--- src/rtl/elevator_door_ctrl.sv ---
// Elevator door sequencer: CLOSED -> OPENING -> OPEN (OVERLOAD) -> CLOSING with
// a per-state down-counter timer, reversal on obstruction and a depart pulse.
module elevator_door_ctrl #(
  parameter int unsigned OPEN_TIME  = 8,
  parameter int unsigned CLOSE_TIME = 8,
  parameter int unsigned DWELL_TIME = 32
) (
  input  logic       clk,
  input  logic       weight_flip_reset,
  input  logic       arrive,
  input  logic       open_btn,
  input  logic       close_btn,
  input  logic       weight_limit_exceeded,
  output logic       door,
  output logic       opening,
  output logic       closing,
  output logic       alarm,
  output logic       depart_ok,
  output logic [2:0] state
);

  localparam logic [2:0] S_CLOSED   = 3'd0;
  localparam logic [2:0] S_OPENING  = 3'd1;
  localparam logic [2:0] S_OPEN     = 3'd2;
  localparam logic [2:0] S_OVERLOAD = 3'd3;
  localparam logic [2:0] S_CLOSING  = 3'd4;

  // Timer holds "cycles left after this one", so a duration N loads N-1;
  // a zero duration is treated as one cycle and anything above 255 clips.
  function automatic logic [7:0] load_val(input int unsigned t);
    int unsigned c;
    if (t == 0)        c = 1;
    else if (t > 255)  c = 255;
    else               c = t;
    return 8'(c - 1);
  endfunction

  function automatic logic [7:0] sat_dec(input logic [7:0] t);
    return (t == 8'd0) ? 8'd0 : t - 8'd1;
  endfunction

  localparam logic [7:0] OPEN_LD  = load_val(OPEN_TIME);
  localparam logic [7:0] CLOSE_LD = load_val(CLOSE_TIME);
  localparam logic [7:0] DWELL_LD = load_val(DWELL_TIME);

  logic [1:0] rst_sync;
  logic       rst_hold;
  logic [2:0] state_q, state_d;
  logic [7:0] timer_q, timer_d;

  // Reset asserts immediately but releases through two flops, so the FSM
  // keeps CLOSED until the release has been seen on two rising edges.
  always_ff @(posedge clk or posedge weight_flip_reset) begin
    if (weight_flip_reset) rst_sync <= 2'b11;
    else                   rst_sync <= {rst_sync[0], 1'b0};
  end

  assign rst_hold = rst_sync[1];

  always_ff @(posedge clk or posedge weight_flip_reset) begin
    if (weight_flip_reset) begin
      state_q   <= S_CLOSED;
      timer_q   <= 8'd0;
      depart_ok <= 1'b0;
    end else if (rst_hold) begin
      state_q   <= S_CLOSED;
      timer_q   <= 8'd0;
      depart_ok <= 1'b0;
    end else begin
      state_q   <= state_d;
      timer_q   <= timer_d;
      depart_ok <= (state_q == S_CLOSING) && (state_d == S_CLOSED);
    end
  end

  always_comb begin
    state_d = state_q;
    timer_d = sat_dec(timer_q);
    case (state_q)
      S_CLOSED: begin
        if (arrive || open_btn) begin
          state_d = S_OPENING;
          timer_d = OPEN_LD;
        end else begin
          timer_d = 8'd0;
        end
      end
      S_OPENING: begin
        if (timer_q == 8'd0) begin
          state_d = S_OPEN;
          timer_d = DWELL_LD;
        end
      end
      S_OPEN: begin
        if (weight_limit_exceeded) begin
          state_d = S_OVERLOAD;
          timer_d = 8'd0;
        end else if (open_btn) begin
          timer_d = DWELL_LD;
        end else if (close_btn || (timer_q == 8'd0)) begin
          state_d = S_CLOSING;
          timer_d = CLOSE_LD;
        end
      end
      S_OVERLOAD: begin
        if (!weight_limit_exceeded) begin
          state_d = S_OPEN;
          timer_d = DWELL_LD;
        end else begin
          timer_d = 8'd0;
        end
      end
      S_CLOSING: begin
        if (open_btn || arrive || weight_limit_exceeded) begin
          state_d = S_OPENING;
          timer_d = OPEN_LD;
        end else if (timer_q == 8'd0) begin
          state_d = S_CLOSED;
          timer_d = 8'd0;
        end
      end
      default: begin
        state_d = S_CLOSED;
        timer_d = 8'd0;
      end
    endcase
  end

  always_comb begin
    door    = 1'b0;
    opening = 1'b0;
    closing = 1'b0;
    alarm   = 1'b0;
    case (state_q)
      S_OPENING:  opening = 1'b1;
      S_OPEN:     door    = 1'b1;
      S_OVERLOAD: begin
        door  = 1'b1;
        alarm = 1'b1;
      end
      S_CLOSING:  closing = 1'b1;
      default: ;
    endcase
  end

  assign state = state_q;

endmodule

--- config.mk ---
export PLATFORM = sky130hd
export DESIGN_NAME = elevator_door_ctrl
export DESIGN_NICKNAME = d
export VERILOG_FILES = /design/src/rtl/elevator_door_ctrl.sv
export SDC_FILE = /design/constraint.sdc
export NUM_CORES = 1
export LEC_CHECK = 0
export CAP_MARGIN = 15
export CORE_ASPECT_RATIO = 0.75
export CORE_MARGIN = 2
export CORE_UTILIZATION = 35
export DETAILED_ROUTE_END_ITERATION = 8
export PLACE_DENSITY_LB_ADDON = 0.12
export REMOVE_ABC_BUFFERS = 1
export SYNTH_ARGS = -nofsm -noshare
export SYNTH_HDL_FRONTEND = slang
export SYNTH_SLANG_ARGS = --single-unit
--- constraint.sdc ---
create_clock -name clk -period 2.74 [get_ports clk]
set_clock_uncertainty 0.05 [all_clocks]
set_input_delay 0.548 -clock clk [delete_from_list [all_inputs] [get_ports clk]]
set_output_delay 0.548 -clock clk [all_outputs]
set_load 0.005 [all_outputs]
==> results.md, run 1 <==
## Die
* total die area: 0.00283 mm2
* Chip Width: 60.8 um
* DIE HEIGHT: 46.6 um
* number of standard-cell rows in the floorplan: 15
* starting density of the core: 36.9%
* Placeable Area: 0.00229 mm2
* Top Ports: 14

## Synth
* share of synthesized area occupied by flip-flops and latches: 41.7%
* per-instance average area after synthesis: 9.19 um2
* number of synthesized register bits: 14
* Mapped Area: 846 um2
* library cells used by synthesis: 38
* number of warnings reported in the yosys synthesis log: 0
* Post-Syn Instances: 92

## Power
* proportion of power drawn by flip-flops and latches: 35.4%
* fraction of power spent switching nets: 40.8%
* portion of total power attributed to the clock network: 15.4%
* Max IR drop VDD: 0.380 mV
* cell area power density: 911 mW/mm2
* total internal power: 0.569 mW
* power consumption: 0.961 mW
* Net Sw Power: 0.392 mW
* reported leakage power: 0.437 nW
* relative contribution of combinational cells to total power: 49.2%

## CTS
* H-Tree Level Count: 1
* Post CTS Setup Buffer Count: 0
* clock-pin transition on the worst setup and hold timing paths: 0.08 ns
* clock sink count: 14
* maximum clock path buffer count: 2
* number of buffers added by the clock tree synthesis step: 3
* root buffer cell: clkbuf_4
* Post-CTS Hold Buffers: 0
* CTS tree: done
* CTS-repair resized insts: 0
* Clk Latency, worst-skew pair: 0.28 ns

## GRT
* global-route congestion overflow total: 0
* initial antenna violation count: 0
* wire length of the first global-routing pass: 3040 um
* via count of the first global-routing pass: 628
* total routing resource utilization after global routing: 15.0%
* largest net degree at the start of global routing: 15

## Timing
* crit path time final: 2.45 ns
* measured slew at the worst slew-check pin: 0.607 ns
* setup repair after global routing missed its margin: no
* setup total negative slack: 0 ns
* part of the cycle the worst path needs: 89.3%
* achievable frequency: 409 MHz
* count of final max-slew check failures: 0
* hold violation total from the final report: 0
* worst slew slack as a fraction of its limit: 59.4%
* final hold slack: 0.312 ns
* Finish-stage setup viols: 0

## Cells and area
* Post-Layout Cell Count: 143
* Finished Cell Area: 0.00105 mm2
* layout overhead on the synthesized area: 24.7%
* number of filler cells placed in the layout: 228
* total area of sequential cells: 353 um2
* Final #Nets: 118
* count of inserted antenna diode cells: 0
* proportion of layout cells with a drive suffix above 1: 11.0%
* multi-input gate area in the final layout: 459 um2

## Drt
* number of vias after detailed routing: 702
* count of TritonRoute iterations in the first routing pass: 4
* routed length on met2: 742 um
* average wire per cell in the routed design: 12.8 um
* total DRC errors in the routed layout: 0
* total detailed-routing wirelength: 1830 um
* DRT iter0 DRCs: 16
* detailed-routed wire length on met3: 48 um
* routed metal-1 wirelength: 1030 um
* count of antenna-violating nets left after detailed routing: 0
* Avg Vias per Cell: 4.91
* top layer in use: met4

## Min path
* path category of the worst min-delay check: register to register
* Hold Path Stages: 0

## Place
* number of buffer cells added on primary ports: 13
* post-detailed-placement cell area: 0.00102 mm2
* DPL Wire Length: 1400 um
* Routability Congestion: 0.890
* placed cells: 139

## Setup path
* CP required: 2.14 ns
* maximum fanout along the worst path: 12
* worst setup path class: register to output port
* FF-to-FF path depth: 6
* nature of the critical path endpoint: output port
* critical path launch point type: register
* critical path arrival: 1.85 ns

## Run
* Max-Cap Viols: 0

## Outcome
* result of the run: finished clean

==> worst max-delay path: stages, from the launching register on <==
cell,delay [ns]
dfrtp_1,0.55
or3b_1,0.44
inv_1,0.09
clkdlybuf4s50_1,0.50
==> kinds of logic after synthesis <==
family,count (synthesis),synth area share [%]
DFF,14,41.7
and+or+nand+nor,37,25.7
other,1,0.443
AOI/OAI and AO/OA,24,18.9
xor gates and xnor gates,6,6.21
buffers and inverters,8,3.99
adders and majority gates,2,2.96
==> cell type report <==
class / count / area share [%]
Tap cell: 34 / 4.03
Sequential cell: 14 / 33.5
Inverter: 7 / 2.49
Multi-Input combinational cell: 70 / 43.5
Timing Repair Buffer: 14 / 13.0
Clock buffer: 4 / 3.44
==> sequential cells by signal (all words and copies together), names as in the netlist <==
register,flops
depart_ok,1
rst_sync,2
state,3
timer_q,8
==> layer usage <==
metal / vias to the layer above / GRT usage (%)
met3: 2 / 5.06
met5: - / 0
li1: 364 / -
met1: 331 / 24.0
met4: 0 / 2.61
met2: 5 / 18.9
==> through the flow <==
step,worst slack (ns),utilization [%]
final,0.294,46.1
after detailed placement,0.488,44.5
after global routing,0.194,46.1
after global placement,0.515,44.5
after floorplan,1.07,-
after CTS,0.289,46.1
==> power by group through the flow <==
stage | Combinational, mW | Clock (mW) | Sequential, mW
after global placement | 0.481 | 0 | 0.343
after floorplan | 0.346 | 0 | 0.325
after global routing | 0.535 | 0.167 | 0.351
after detailed placement | 0.470 | 0 | 0.343
final | 0.472 | 0.148 | 0.340
after CTS | 0.474 | 0.154 | 0.340
==> synthesized netlist by cell type <==
cell       count  area (um2)
dfrtp_1       12         300
o21ai_0        9        45.0
nor2_1         8        30.0
inv_1          7        26.3
nand2_1        7        26.3
nor3_1         6        30.0
xnor2_1        3        26.3
xor2_1         3        26.3
a21oi_1        2        10.0
a31oi_1        2        12.5
and2_1         2        12.5
dfstp_2        2        52.6
ha_1           2        25.0
nor3b_1        2        15.0
or2_2          2        12.5
a211oi_1       1        7.51
a22oi_1        1        7.51
a2bb2oi_1      1        8.76
a32oi_1        1        8.76
buf_4          1        7.51
conb_1         1        3.75
nand2b_1       1        6.26
nand3_1        1        5.00
nor2b_1        1        6.26
nor4_1         1        6.26
nor4_4         1        21.3
o21ai_1        1        5.00
o21bai_1       1        7.51
o22ai_1        1        6.26
o2bb2ai_1      1        8.76
o2bb2ai_2      1        15.0
o311ai_1       1        8.76
o32ai_1        1        8.76
or2_0          1        6.26
or2b_1         1        7.51
or3b_1         1        8.76
or4b_1         1        10.0
or4b_4         1        13.8
==> worst paths after layout <==
| path | startpoint | slack, ns | endpoint |
|---|---|---|---|
| setup / recovery | state[2]$_DFF_PP0_ | 0.29 | closing |
| hold / removal | rst_sync[0]$_DFF_PP1_ | 0.31 | rst_sync[1]$_DFF_PP1_ |
| setup reg to reg | timer_q[0]$_DFF_PP0_ | 0.81 | timer_q[3]$_DFF_PP0_ |
| hold reg to reg | rst_sync[0]$_DFF_PP1_ | 0.31 | rst_sync[1]$_DFF_PP1_ |
| max in group asynchronous | weight_flip_reset | 1.73 | rst_sync[1]$_DFF_PP1_ |
| min in group asynchronous | weight_flip_reset | 0.55 | timer_q[5]$_DFF_PP0_ |
==> cells in the final DEF (no fill, tap or decap), types with 2 or more instances in the layout <==
cell,netlist,final
a21oi_1,2,2
a31oi_1,2,2
and2_1,2,2
clkbuf_4,0,3
clkdlybuf4s50_1,0,13
dfrtp_1,12,12
dfstp_2,2,2
ha_1,2,2
inv_1,7,7
nand2_1,7,7
nor2_1,8,8
nor3_1,6,6
nor3b_1,2,2
o21ai_0,9,9
or2_2,2,2
xnor2_1,3,3
xor2_1,3,3
Note: power is estimated with default switching activity, not from simulation.
==> inputs of run 2 (changes only) <==
- CAP_MARGIN: 15 -> 10
==> results of run 2 <==
The final DEF is identical to that of run 1; final timing and power are the same.
==> variant (settings of run 1) <==
Add an input register stage for `arrive`, `open_btn`, `close_btn` and `weight_limit_exceeded`, with the module's reset; this delays them by one clock.
--- a/src/rtl/elevator_door_ctrl.sv
+++ b/src/rtl/elevator_door_ctrl.sv
@@ -25,4 +25,23 @@
   localparam logic [2:0] S_OVERLOAD = 3'd3;
   localparam logic [2:0] S_CLOSING  = 3'd4;
+
+  logic arrive_q;
+  logic open_btn_q;
+  logic close_btn_q;
+  logic weight_limit_exceeded_q;
+
+  always_ff @(posedge clk or posedge weight_flip_reset) begin
+    if (weight_flip_reset) begin
+      arrive_q                <= '0;
+      open_btn_q              <= '0;
+      close_btn_q             <= '0;
+      weight_limit_exceeded_q <= '0;
+    end else begin
+      arrive_q                <= arrive;
+      open_btn_q              <= open_btn;
+      close_btn_q             <= close_btn;
+      weight_limit_exceeded_q <= weight_limit_exceeded;
+    end
+  end
 
   // Timer holds "cycles left after this one", so a duration N loads N-1;
@@ -79,5 +98,5 @@
     case (state_q)
       S_CLOSED: begin
-        if (arrive || open_btn) begin
+        if (arrive_q || open_btn_q) begin
           state_d = S_OPENING;
           timer_d = OPEN_LD;
@@ -93,10 +112,10 @@
       end
       S_OPEN: begin
-        if (weight_limit_exceeded) begin
+        if (weight_limit_exceeded_q) begin
           state_d = S_OVERLOAD;
           timer_d = 8'd0;
-        end else if (open_btn) begin
+        end else if (open_btn_q) begin
           timer_d = DWELL_LD;
-        end else if (close_btn || (timer_q == 8'd0)) begin
+        end else if (close_btn_q || (timer_q == 8'd0)) begin
           state_d = S_CLOSING;
           timer_d = CLOSE_LD;
@@ -104,5 +123,5 @@
       end
       S_OVERLOAD: begin
-        if (!weight_limit_exceeded) begin
+        if (!weight_limit_exceeded_q) begin
           state_d = S_OPEN;
           timer_d = DWELL_LD;
@@ -112,5 +131,5 @@
       end
       S_CLOSING: begin
-        if (open_btn || arrive || weight_limit_exceeded) begin
+        if (open_btn_q || arrive_q || weight_limit_exceeded_q) begin
           state_d = S_OPENING;
           timer_d = OPEN_LD;
Behaviour: not the same (Yosys sat finds a counterexample within 4 cycles, from zero or initial values and one cycle with weight_flip_reset high).
==> variant against run 1 <==
- register-to-register slack better by 0.21 ns
- area after synthesis up 11%
- sequential cell count grew 4
- power grew 9.3%
- design area rose by 8.2%
- clock power up 11%
- die area up 9.7%
- worst setup slack better by 0.010 ns
- synthesized cell count increased by 1.1%
- wire length decreased by 2.9%
==> variant: results (changes against run 1) <==
[grt]
grt_pass1_vias = 695  ; was 628
grtUsageTotal_pct = 13.7  ; was 15.0%
grt_max_degree = 19  ; was 15
grt_pass1_wl_mm = 3.25  ; was 3.04 mm
antenna_found_initial = 0  ; unchanged

[clocking]
clk_pin_slew_ns = 0.11  ; was 0.08 ns
insertion_delay_ns = 0.30  ; was 0.28 ns
h-tree-depth = 1  ; unchanged
cts_root_buf = clkbuf_4  ; unchanged
cts_max_path_buffers = 2  ; unchanged
post-cts-setup-buffer-count = 0  ; unchanged

[sta]
max_slew_margin_pct = 55.0  ; was 59.4%
slew_violations = 0  ; unchanged

[power_and_ir_drop]
power_leakage_uw = 0.000485  ; was 0.000437 uW
peakVddDrop_mv = 0.342  ; was 0.380 mV

[layout]
drive_gt1_share_pct = 12.8  ; was 11.0%
buf_share_pct = 11.4  ; was 13.0%
top_register = timer_q  ; unchanged
n_fill_cell = 247  ; was 228
clockNetworkAreaShare_pct = 3.18  ; was 3.44%
n_antenna_cell = 0  ; unchanged
nClkBuffers = 4  ; unchanged
seq_cells = 18  ; was 14
inverters_excl_clock = 5  ; was 7
final_nets = 118  ; unchanged
multi_input_area_um2 = 458  ; was 459 um2
seq_share_pct = 39.7  ; was 33.5%
nNonClkBuffers = 13  ; was 14
nMultiInputCombCells = 69  ; was 70

[worst_hold_path]
holdPathStages = 0  ; unchanged
worstHoldStart = rst_sync[0]$_DFF_PP1_  ; unchanged
hold_class = reg2reg  ; unchanged

[outcome]
status = finished, final reports clean  ; unchanged

[setup_path]
ff2ff_path_depth = 5  ; was 6
rrSetupSlack_ns = 1.02  ; was 0.81 ns
cp_max_fo = 8  ; was 12
rr_startpoint = timer_q[2]$_DFF_PP0_  ; was timer_q[0]$_DFF_PP0_
worstReg2RegEnd = timer_q[2]$_DFF_PP0_  ; was timer_q[3]$_DFF_PP0_
startpoint = state[2]$_DFF_PP0_  ; unchanged
cp_slowest_stage_delay_ns = 0.48  ; was 0.55 ns
slowest_stage = clkdlybuf4s50_1  ; was dfrtp_1
cp-endpoint = alarm  ; was closing

[drt]
routed_wl_mm = 1.77  ; was 1.83 mm
via_per_inst = 4.95  ; was 4.91
drt_iter0_markers = 24  ; was 16

[logic_synthesis]
synth_common_cells = dfrtp_1 (16), nor2_1 (14), a21oi_1 (6)  ; was dfrtp_1 (12), o21ai_0 (9), nor2_1 (8)
yosysSeqAreaShare_pct = 48.5  ; was 41.7%
synth_area_leader_cell = dfrtp_1  ; unchanged
synth_area_leaders = dfrtp_1 (43%), dfstp_2 (5.6%), nor2_1 (5.6%)  ; was dfrtp_1 (36%), dfstp_2 (6.2%), o21ai_0 (5.3%)
synthArstFlopShare_pct = 100  ; unchanged
yosysWarningCount = 0  ; unchanged
synth.distinct_cells = 35  ; was 38

[placed_design]
io_buffers = 13  ; unchanged
dp_hpwl_mm = 1.40  ; about the same
gp_congestion = 0.824  ; was 0.890
place_area_um2 = 1100  ; was 1020 um2

## variant: per-layer routing
| metal | track usage, % | wire [um] | up-vias |
|---|---|---|---|
| li1 | - | - | 364 |
| met1 | 20.5 | 904 | 332 |
| met2 | 18.4 | 744 | 20 |
| met3 | 5.12 | 109 | 2 |
| met4 | 3.26 | 13 | 0 |
| met5 | 0 | 0 | - |
## variant: per-stage QoR
step	setup WS [ns]	utilization, %	cells	hold WS (ns)	power (uW)
finish	0.304	44.2	145	0.310	1050
floorplan	1.21	-	92	0.295	765
global route	0.174	44.2	145	0.320	1140
CTS	0.310	44.2	145	0.312	1060
global placement	0.702	42.8	141	0.296	899
detailed placement	0.657	42.8	141	0.297	892
## variant: cell families after synthesis
logic type	synth area share, %
fa+ha+maj	2.68
other cells	0.401
simple gates	22.6
buf+inv	2.54
xor+xnor	5.62
compound gates	17.7
flops	48.5
## variant: power by group
part           internal [uW]  switching (uW)
Clock                   81.0            83.6
Sequential               319            78.4
Combinational            236             252
Total                    636             414
